--- src/rtl/lcd_frame_fetch.sv ---
// Copies the LCD controller's RAM into a double-buffered frame buffer after each
// completed PRC frame, then flips the bank the video scanner reads.
module lcd_frame_fetch #(
    parameter int unsigned LCD_WIDTH    = 96,
    parameter int unsigned LCD_PAGES    = 8,
    parameter int unsigned READ_LATENCY = 1
) (
    input  logic        clk,
    input  logic        reset,
    input  logic        clk_ce,
    input  logic        frame_complete,
    output logic [7:0]  lcd_read_x,
    output logic [3:0]  lcd_read_y,
    input  logic [7:0]  lcd_read_column,
    output logic        fb_we,
    output logic [10:0] fb_addr,
    output logic [7:0]  fb_data,
    output logic        display_bank,
    output logic        busy,
    output logic        frame_ready,
    output logic [7:0]  frames_dropped
);

    localparam int unsigned XW         = 8;
    localparam int unsigned YW         = 4;
    localparam int unsigned AW         = 10;
    localparam int unsigned CW         = 2;
    localparam int unsigned DW         = 8;
    localparam int unsigned DRAIN_LAST = (READ_LATENCY > 0) ? READ_LATENCY - 1 : 0;

    typedef enum logic [1:0] {IDLE, FETCH, DRAIN, DONE} state_t;

    state_t        state_q, state_d;
    logic          fc_q;
    logic          pending_q, pending_d;
    logic [AW-1:0] addr_q, addr_d;
    logic [CW-1:0] drain_q, drain_d;
    logic [XW-1:0] x_d;
    logic [YW-1:0] y_d;
    logic          busy_d, bank_d, ready_d;
    logic [DW-1:0] dropped_d;
    logic          req, issue, enter_done;
    logic          pipe_v;
    logic [AW-1:0] pipe_a;

    assign req = frame_complete & ~fc_q;

    // Next-state, address walk and request bookkeeping
    always_comb begin
        state_d    = state_q;
        pending_d  = pending_q;
        addr_d     = addr_q;
        drain_d    = drain_q;
        x_d        = lcd_read_x;
        y_d        = lcd_read_y;
        busy_d     = busy;
        bank_d     = display_bank;
        ready_d    = 1'b0;
        dropped_d  = frames_dropped;
        issue      = 1'b0;
        enter_done = 1'b0;

        case (state_q)
            IDLE: begin
                if (req || pending_q) begin
                    state_d   = FETCH;
                    x_d       = '0;
                    y_d       = '0;
                    addr_d    = '0;
                    busy_d    = 1'b1;
                    pending_d = 1'b0;
                end
            end
            FETCH: begin
                issue  = 1'b1;
                addr_d = addr_q + AW'(1);
                if (lcd_read_x == XW'(LCD_WIDTH - 1)) begin
                    if (lcd_read_y == YW'(LCD_PAGES - 1)) begin
                        drain_d = '0;
                        if (READ_LATENCY == 0) begin
                            enter_done = 1'b1;
                        end else begin
                            state_d = DRAIN;
                        end
                    end else begin
                        x_d = '0;
                        y_d = lcd_read_y + YW'(1);
                    end
                end else begin
                    x_d = lcd_read_x + XW'(1);
                end
            end
            DRAIN: begin
                if (drain_q == CW'(DRAIN_LAST)) begin
                    enter_done = 1'b1;
                end else begin
                    drain_d = drain_q + CW'(1);
                end
            end
            DONE: state_d = IDLE;
            default: state_d = IDLE;
        endcase

        // Bank flip and ready pulse coincide with the final byte landing
        if (enter_done) begin
            state_d = DONE;
            busy_d  = 1'b0;
            ready_d = 1'b1;
            bank_d  = ~display_bank;
        end

        if (req && (state_q != IDLE)) begin
            if (!pending_q) begin
                pending_d = 1'b1;
            end else if (frames_dropped != 8'hFF) begin
                dropped_d = frames_dropped + DW'(1);
            end
        end
    end

    always_ff @(posedge clk or negedge reset) begin
        if (!reset) begin
            state_q        <= IDLE;
            fc_q           <= 1'b0;
            pending_q      <= 1'b0;
            addr_q         <= '0;
            drain_q        <= '0;
            lcd_read_x     <= '0;
            lcd_read_y     <= '0;
            fb_we          <= 1'b0;
            fb_addr        <= '0;
            fb_data        <= '0;
            display_bank   <= 1'b0;
            busy           <= 1'b0;
            frame_ready    <= 1'b0;
            frames_dropped <= '0;
        end else if (clk_ce) begin
            state_q        <= state_d;
            fc_q           <= frame_complete;
            pending_q      <= pending_d;
            addr_q         <= addr_d;
            drain_q        <= drain_d;
            lcd_read_x     <= x_d;
            lcd_read_y     <= y_d;
            fb_we          <= pipe_v;
            fb_addr        <= {~display_bank, pipe_a};
            fb_data        <= lcd_read_column;
            display_bank   <= bank_d;
            busy           <= busy_d;
            frame_ready    <= ready_d;
            frames_dropped <= dropped_d;
        end else begin
            // Pulses last one clk only, so a stalled tick never repeats a write
            fb_we       <= 1'b0;
            frame_ready <= 1'b0;
        end
    end

    // Address/valid pipe matching the LCD controller's read latency
    if (READ_LATENCY == 0) begin : g_nolat
        assign pipe_v = issue;
        assign pipe_a = addr_q;
    end else begin : g_lat
        logic [READ_LATENCY-1:0] v_q;
        logic [AW-1:0]           a_q [READ_LATENCY];

        always_ff @(posedge clk or negedge reset) begin
            if (!reset) begin
                v_q <= '0;
                for (int i = 0; i < READ_LATENCY; i++) a_q[i] <= '0;
            end else if (clk_ce) begin
                v_q[0] <= issue;
                a_q[0] <= addr_q;
                for (int i = 1; i < READ_LATENCY; i++) begin
                    v_q[i] <= v_q[i-1];
                    a_q[i] <= a_q[i-1];
                end
            end
        end

        assign pipe_v = v_q[READ_LATENCY-1];
        assign pipe_a = a_q[READ_LATENCY-1];
    end

endmodule

--- config.mk ---
export PLATFORM = sky130hd
export DESIGN_NAME = lcd_frame_fetch
export DESIGN_NICKNAME = d
export VERILOG_FILES = /design/src/rtl/lcd_frame_fetch.sv
export SDC_FILE = /design/constraint.sdc
export NUM_CORES = 1
export LEC_CHECK = 0
export CAP_MARGIN = 10
export CORE_UTILIZATION = 50
export CTS_BUF_LIST = sky130_fd_sc_hd__clkbuf_4 sky130_fd_sc_hd__clkbuf_8
export CTS_CLUSTER_SIZE = 40
export DETAILED_ROUTE_END_ITERATION = 6
export GPL_TIMING_DRIVEN = 0
export PLACE_DENSITY = 0.76
export SYNTH_ARGS = -nofsm -noshare
export SYNTH_HDL_FRONTEND = slang
export SYNTH_SLANG_ARGS = --single-unit
--- constraint.sdc ---
create_clock -name clk -period 5.1 [get_ports clk]
set_input_delay 1.02 -clock clk [delete_from_list [all_inputs] [get_ports clk]]
set_output_delay 1.02 -clock clk [all_outputs]
set_load 0.02 [all_outputs]
Yosys cells after proc, flatten, opt, wreduce, memory -nomap -nowiden
Index checks and enable logic that the tools add are counted.
Widths: inputs -> output; s select.
Storage, ports and cells
  register bits after elaboration: 70
  input port bits: 12
  output and inout bits: 43
  word-level logic and storage cells: 89
Operators by class
  add/subtract/negate cells: 5
  eq/ne operators: 15
  mux-type cells: 32
  bitwise operators: 3
  reductions and logical operators: 18
Operators by type and width (number)
  $mux 8: 3
  $pmux 10 s2: 1
  $add 8x1->8 const B: 2
  $pmux 8 s2: 1
  $reduce_and 5->1: 3
  $mux 2: 7
  $mux 1: 13
  $mux 4: 3
  $ne 3x3->1 const B: 4
  $add 10x1->10 const B: 1
  $mux 10: 1
  $ne 2x2->1 const B: 5
  $reduce_bool 2->1: 5
  $eq 8x7->1 const B: 1
  $ne 8x8->1 const B: 1
  $pmux 4 s2: 1
  $reduce_and 4->1: 2
  $pmux 2 s3: 1
  $reduce_and 3->1: 2
  $add 4x1->4 const B: 1
  $eq 2x2->1 const B: 2
  $eq 4x3->1 const B: 1
  $logic_not 2->1: 2
  $pmux 2 s2: 1
  other kinds (8): 9

Longest topological paths before layout
  depth in word-level cells: 7
  mapped depth: 6
  mapped depth without buffers: 6

Worst setup path after synthesis
OpenSTA, ideal clock, no wires.
  path kind: input to register
  start: input port frame_complete
  end: register addr_q[8]
  library setup time: 0.078 ns
  arrival time: 2.062 ns
  data required time: 5.022 ns
  path slack: 2.960 ns
  stages on the path: 4
  buffers on the path: 0
  path through: nand2b_1 > a2111o_1 > or4_1 > a21oi_1
Between the ends
  longest elaborated chain between the ends: 4
RTL lines
  start, declared: line 11  | input logic frame_complete,
  $and 1x1->1: line 46  | assign req = frame_complete & ~fc_q;
  $logic_or 1x1->1: line 65  | if (req || pending_q) begin
  $ne 2x2->1 (no source line)
  $reduce_and 3->1 (no source line)
  end signal, assigned: line 141  | addr_q <= addr_d;
  end, declared: line 36  | logic [AW-1:0] addr_q, addr_d;
No other way between the ends.
A chain may end at the register's enable or synchronous reset.

Worst setup path in the final report
  start: input port clk_ce
  end: register state_q[0]
Between the ends
  longest elaborated chain between the ends: 1
RTL lines
  start, declared: line 10  | input logic clk_ce,
  $reduce_and 5->1 (no source line)
  end signal, assigned: line 138  | state_q <= state_d;
  end, declared: line 33  | state_t state_q, state_d;
No other way between the ends.

==> impl_summary.log <==
[metrics] post-CTS repair timing setup buffer count: 0
[metrics] worst hold margin: 0.490 ns
[metrics] combined area of the multi-input logic cells: 1340 sq um
[metrics] area taken by flip-flops and latches: 1750 sq um
[metrics] Total Negative Setup Slacks: 0 ns
[metrics] cell area after placement: 3800 sq um
[metrics] VDD IR max: 285 uV
[metrics] filler cell count in the final layout: 475
[metrics] total clock buffers created by CTS: 9
[metrics] overall global routing resource usage: 20.9%
[metrics] GRT overflow: 0
[metrics] placed wire-length estimate after detailed placement: 4.15 mm
[metrics] number of cells produced by synthesis: 270
[metrics] data required time of the worst path: 5.33 ns
[metrics] Post-Layout Inst Area: 4020 sq um
[metrics] largest net degree at the start of global routing: 71
[metrics] endpoint class of the critical path: flop
[metrics] max-cap check violation count: 0
[metrics] Worst Clk Skew: 0.00971 ns
[metrics] core occupancy in the finished layout: 66.8%
[metrics] number of antenna violations at the first check in global routing: 0
[metrics] number of buffers and inverters on the critical path: 3
[metrics] endpoints failing hold: 0
[metrics] Resize count post-CTS: 0
[metrics] DRC marker count from the first detailed-route iteration: 137
[metrics] area of the mapped netlist: 3170 sq um
[metrics] number of antenna-violating nets in the routed design: 0
[metrics] Setup crit start kind: input pin
[metrics] count of final setup violators: 0
[metrics] Clock Latency Late Sink: 0.34 ns
[metrics] Avg Cell Area, Syn: 11.7 sq um
[metrics] DR pass1 iterations: 4
[metrics] Core Box Area: 6030 sq um
[metrics] total number of H-tree levels: 3
[metrics] PnR Total Power: 1.84 mW
[metrics] final cell count without fillers: 415
[metrics] starting density of the core: 52.6%
[metrics] width of the die: 81.6 um
[metrics] area grow syn2layout: 27.0%
[metrics] P per Cell Area: 457 nW/um^2
[metrics] final antenna diode count: 0
[metrics] full die area: 6660 sq um
[metrics] post-route DRC violation count: 0
[metrics] Avg WL per Cell: 14.6 um
[metrics] crit-path max cell delay: 0.61 ns
[metrics] port bufs: 54
[metrics] total instance count after detailed placement: 399
[metrics] Static Leak: 1.79 nW
[metrics] result of the run: complete, no violations
[metrics] number of global-route vias before repair: 2,191
[metrics] Crit Path Max Fanout: 10
[metrics] weighted congestion at the end of routability-driven global placement: 0.799
[metrics] setup slack at placement: 1.97 ns
[metrics] delay-heaviest family, CP: buffers and inverters
[metrics] sequential-to-total area share from yosys stat: 55.3%
[metrics] signal arrival time at the worst endpoint: 2.98 ns
[metrics] CP cell instances: clkdlybuf4s50_1, clkbuf_1, buf_1, o21ai_0, a22o_1
[metrics] Seq cells post-synth: 70
[metrics] cell with the biggest individual delay on the critical path: clkdlybuf4s50_1
[metrics] Vias: 2,274
[metrics] number of hold buffers added after CTS: 0
[metrics] top flip-flop cell by instance count after synthesis: dfrtp_1
[metrics] number of ports placed on the die boundary: 55
[metrics] worst hold path type: flop to flop
[metrics] timing-limited maximum frequency: 364 MHz
[metrics] Final Slew Violations: 0
[metrics] Root Driver: clkbuf_8
[metrics] post-detailed-routing wire length: 6.05 mm
[metrics] mean number of vias per cell: 5.48
[metrics] worst reg-to-reg setup slack: 3.20 ns
[metrics] count of clock tree sinks: 70
[metrics] async set-or-reset flop fraction in the synthesized netlist: 100%
[metrics] transition time at the pin with the least slew margin: 0.876 ns
[metrics] category of the most critical setup path: input pin to flop
[metrics] Max Buffers Root-to-Sink: 2
[metrics] layout cells sized above 1: 17.1%
[metrics] unrepaired setup endpoints after global routing: false
[metrics] TritonCTS clock tree: yes
[metrics] Nets: 352
[metrics] Worst slew margin: 41.6%
[metrics] number of cell rows: 28
[metrics] first-pass GRT wire length: 10.3 mm
[metrics] number of enable-type register cells in the synthesized netlist: 0
[metrics] die extent in y: 81.6 um
[metrics] Period Utilization, post-route: 53.9%
[metrics] post-CTS clock slew at the launch and capture registers of the worst setup and hold paths: 0.07 ns
[metrics] Yosys warning total: 0
[metrics] Final min period: 2.75 ns
[metrics] Syn Nets: 287
[metrics] Yosys cell types: 49
[metrics] setup slack of the critical path after layout: 2.35 ns
[registers in the layout, indices dropped and copies added, names as in the netlist, 2 cells and up]
| signal | flops |
|---|---|
| lcd_read_y | 4 |
| lcd_read_x | 8 |
| fb_addr | 11 |
| state_q | 2 |
| addr_q | 10 |
| fb_data | 8 |
| frames_dropped | 8 |
| drain_q | 2 |
| g_lat.a_q | 10 |
[cells by family after synthesis]
| group | Yosys count | synth area share (%) |
|---|---|---|
| compound gates | 51 | 10.8 |
| fa+ha+maj | 5 | 1.98 |
| mux | 34 | 11.9 |
| buf+inv | 16 | 2.25 |
| simple gates | 82 | 14.4 |
| flops | 70 | 55.3 |
| xor+xnor | 12 | 3.32 |
[power by group]
| part | switching, mW | internal, mW | total (mW) |
|---|---|---|---|
| Sequential | 0.128 | 0.683 | 0.812 |
| Combinational | 0.269 | 0.272 | 0.540 |
| Clock | 0.202 | 0.285 | 0.487 |
| Total | 0.599 | 1.24 | 1.84 |
[cell type report]
type	instances	area share, %
Sequential cell	70	43.5
Clock buffer	14	4.63
Clock inverter	2	0.933
Buffer	8	1.03
Timing Repair Buffer	54	13.4
Multi-Input combinational cell	184	33.4
Inverter	8	0.747
Tap cell	75	2.33
[synth_stat cells, types with 2 or more instances]
library cell	count	share of area, %
and2b_1	2	0.47
o31ai_1	5	1.2
o21a_1	2	0.47
nor2_1	9	1.1
o21ai_0	9	1.4
clkbuf_1	3	0.36
nor4_1	2	0.40
xnor2_1	10	2.8
nand3b_1	3	0.71
buf_2	3	0.47
and4_1	2	0.55
mux2i_1	4	1.3
a21oi_1	10	1.6
a211oi_1	2	0.47
or4_1	4	0.95
mux2_2	30	11
and2_1	3	0.59
a22o_1	2	0.55
nand3_1	13	2.1
inv_1	8	0.95
xor2_1	2	0.55
nand2_1	22	2.6
and3_1	5	0.99
nand4_1	3	0.59
nand2b_1	5	0.99
a41oi_1	2	0.55
dfrtp_1	70	55
a31oi_1	10	2.0
ha_1	5	2.0
[path summary, 6_finish.rpt]
| check | end | cells after the start | startpoint |
|---|---|---|---|
| max in group asynchronous | frames_dropped[3] | 1 | reset |
| worst max-delay path | state_q[0] | 5 | clk_ce |
| min in group asynchronous | lcd_read_y[3] | 1 | reset |
| worst min-delay path | frames_dropped[7] | 1 | frames_dropped[7] |
| worst min register to register | frames_dropped[7] | 1 | frames_dropped[7] |
| worst max register to register | lcd_read_x[7] | 6 | lcd_read_x[0] |
[metal layers]
metal	vias to the layer above	GRT usage, %	wire length, um
met5	-	0	0
met4	0	9.82	109
met3	11	4.44	206
met2	45	33.4	2810
met1	1101	27.3	2920
li1	1117	-	-
[layout by cell type, fill, tap and decap left out, drive strengths merged, types with 2 or more instances in the layout]
cell type	n
mux2	30
nand4	3
mux2i	4
nor4	2
ha	5
and3	5
a211oi	2
and2	3
nor3b	2
a41oi	2
a22o	2
dfrtp	70
nand2b	5
o31ai	5
a31oi	10
o21a	2
a21oi	10
nand3	13
or4	4
buf	6
clkbuf	17
clkdlybuf4s50	53
nand3b	3
inv	8
o21ai	11
and4	2
and2b	2
xor2	2
nor2	10
nand2	23
xnor2	10
Power figures use the tool's default switching activity.
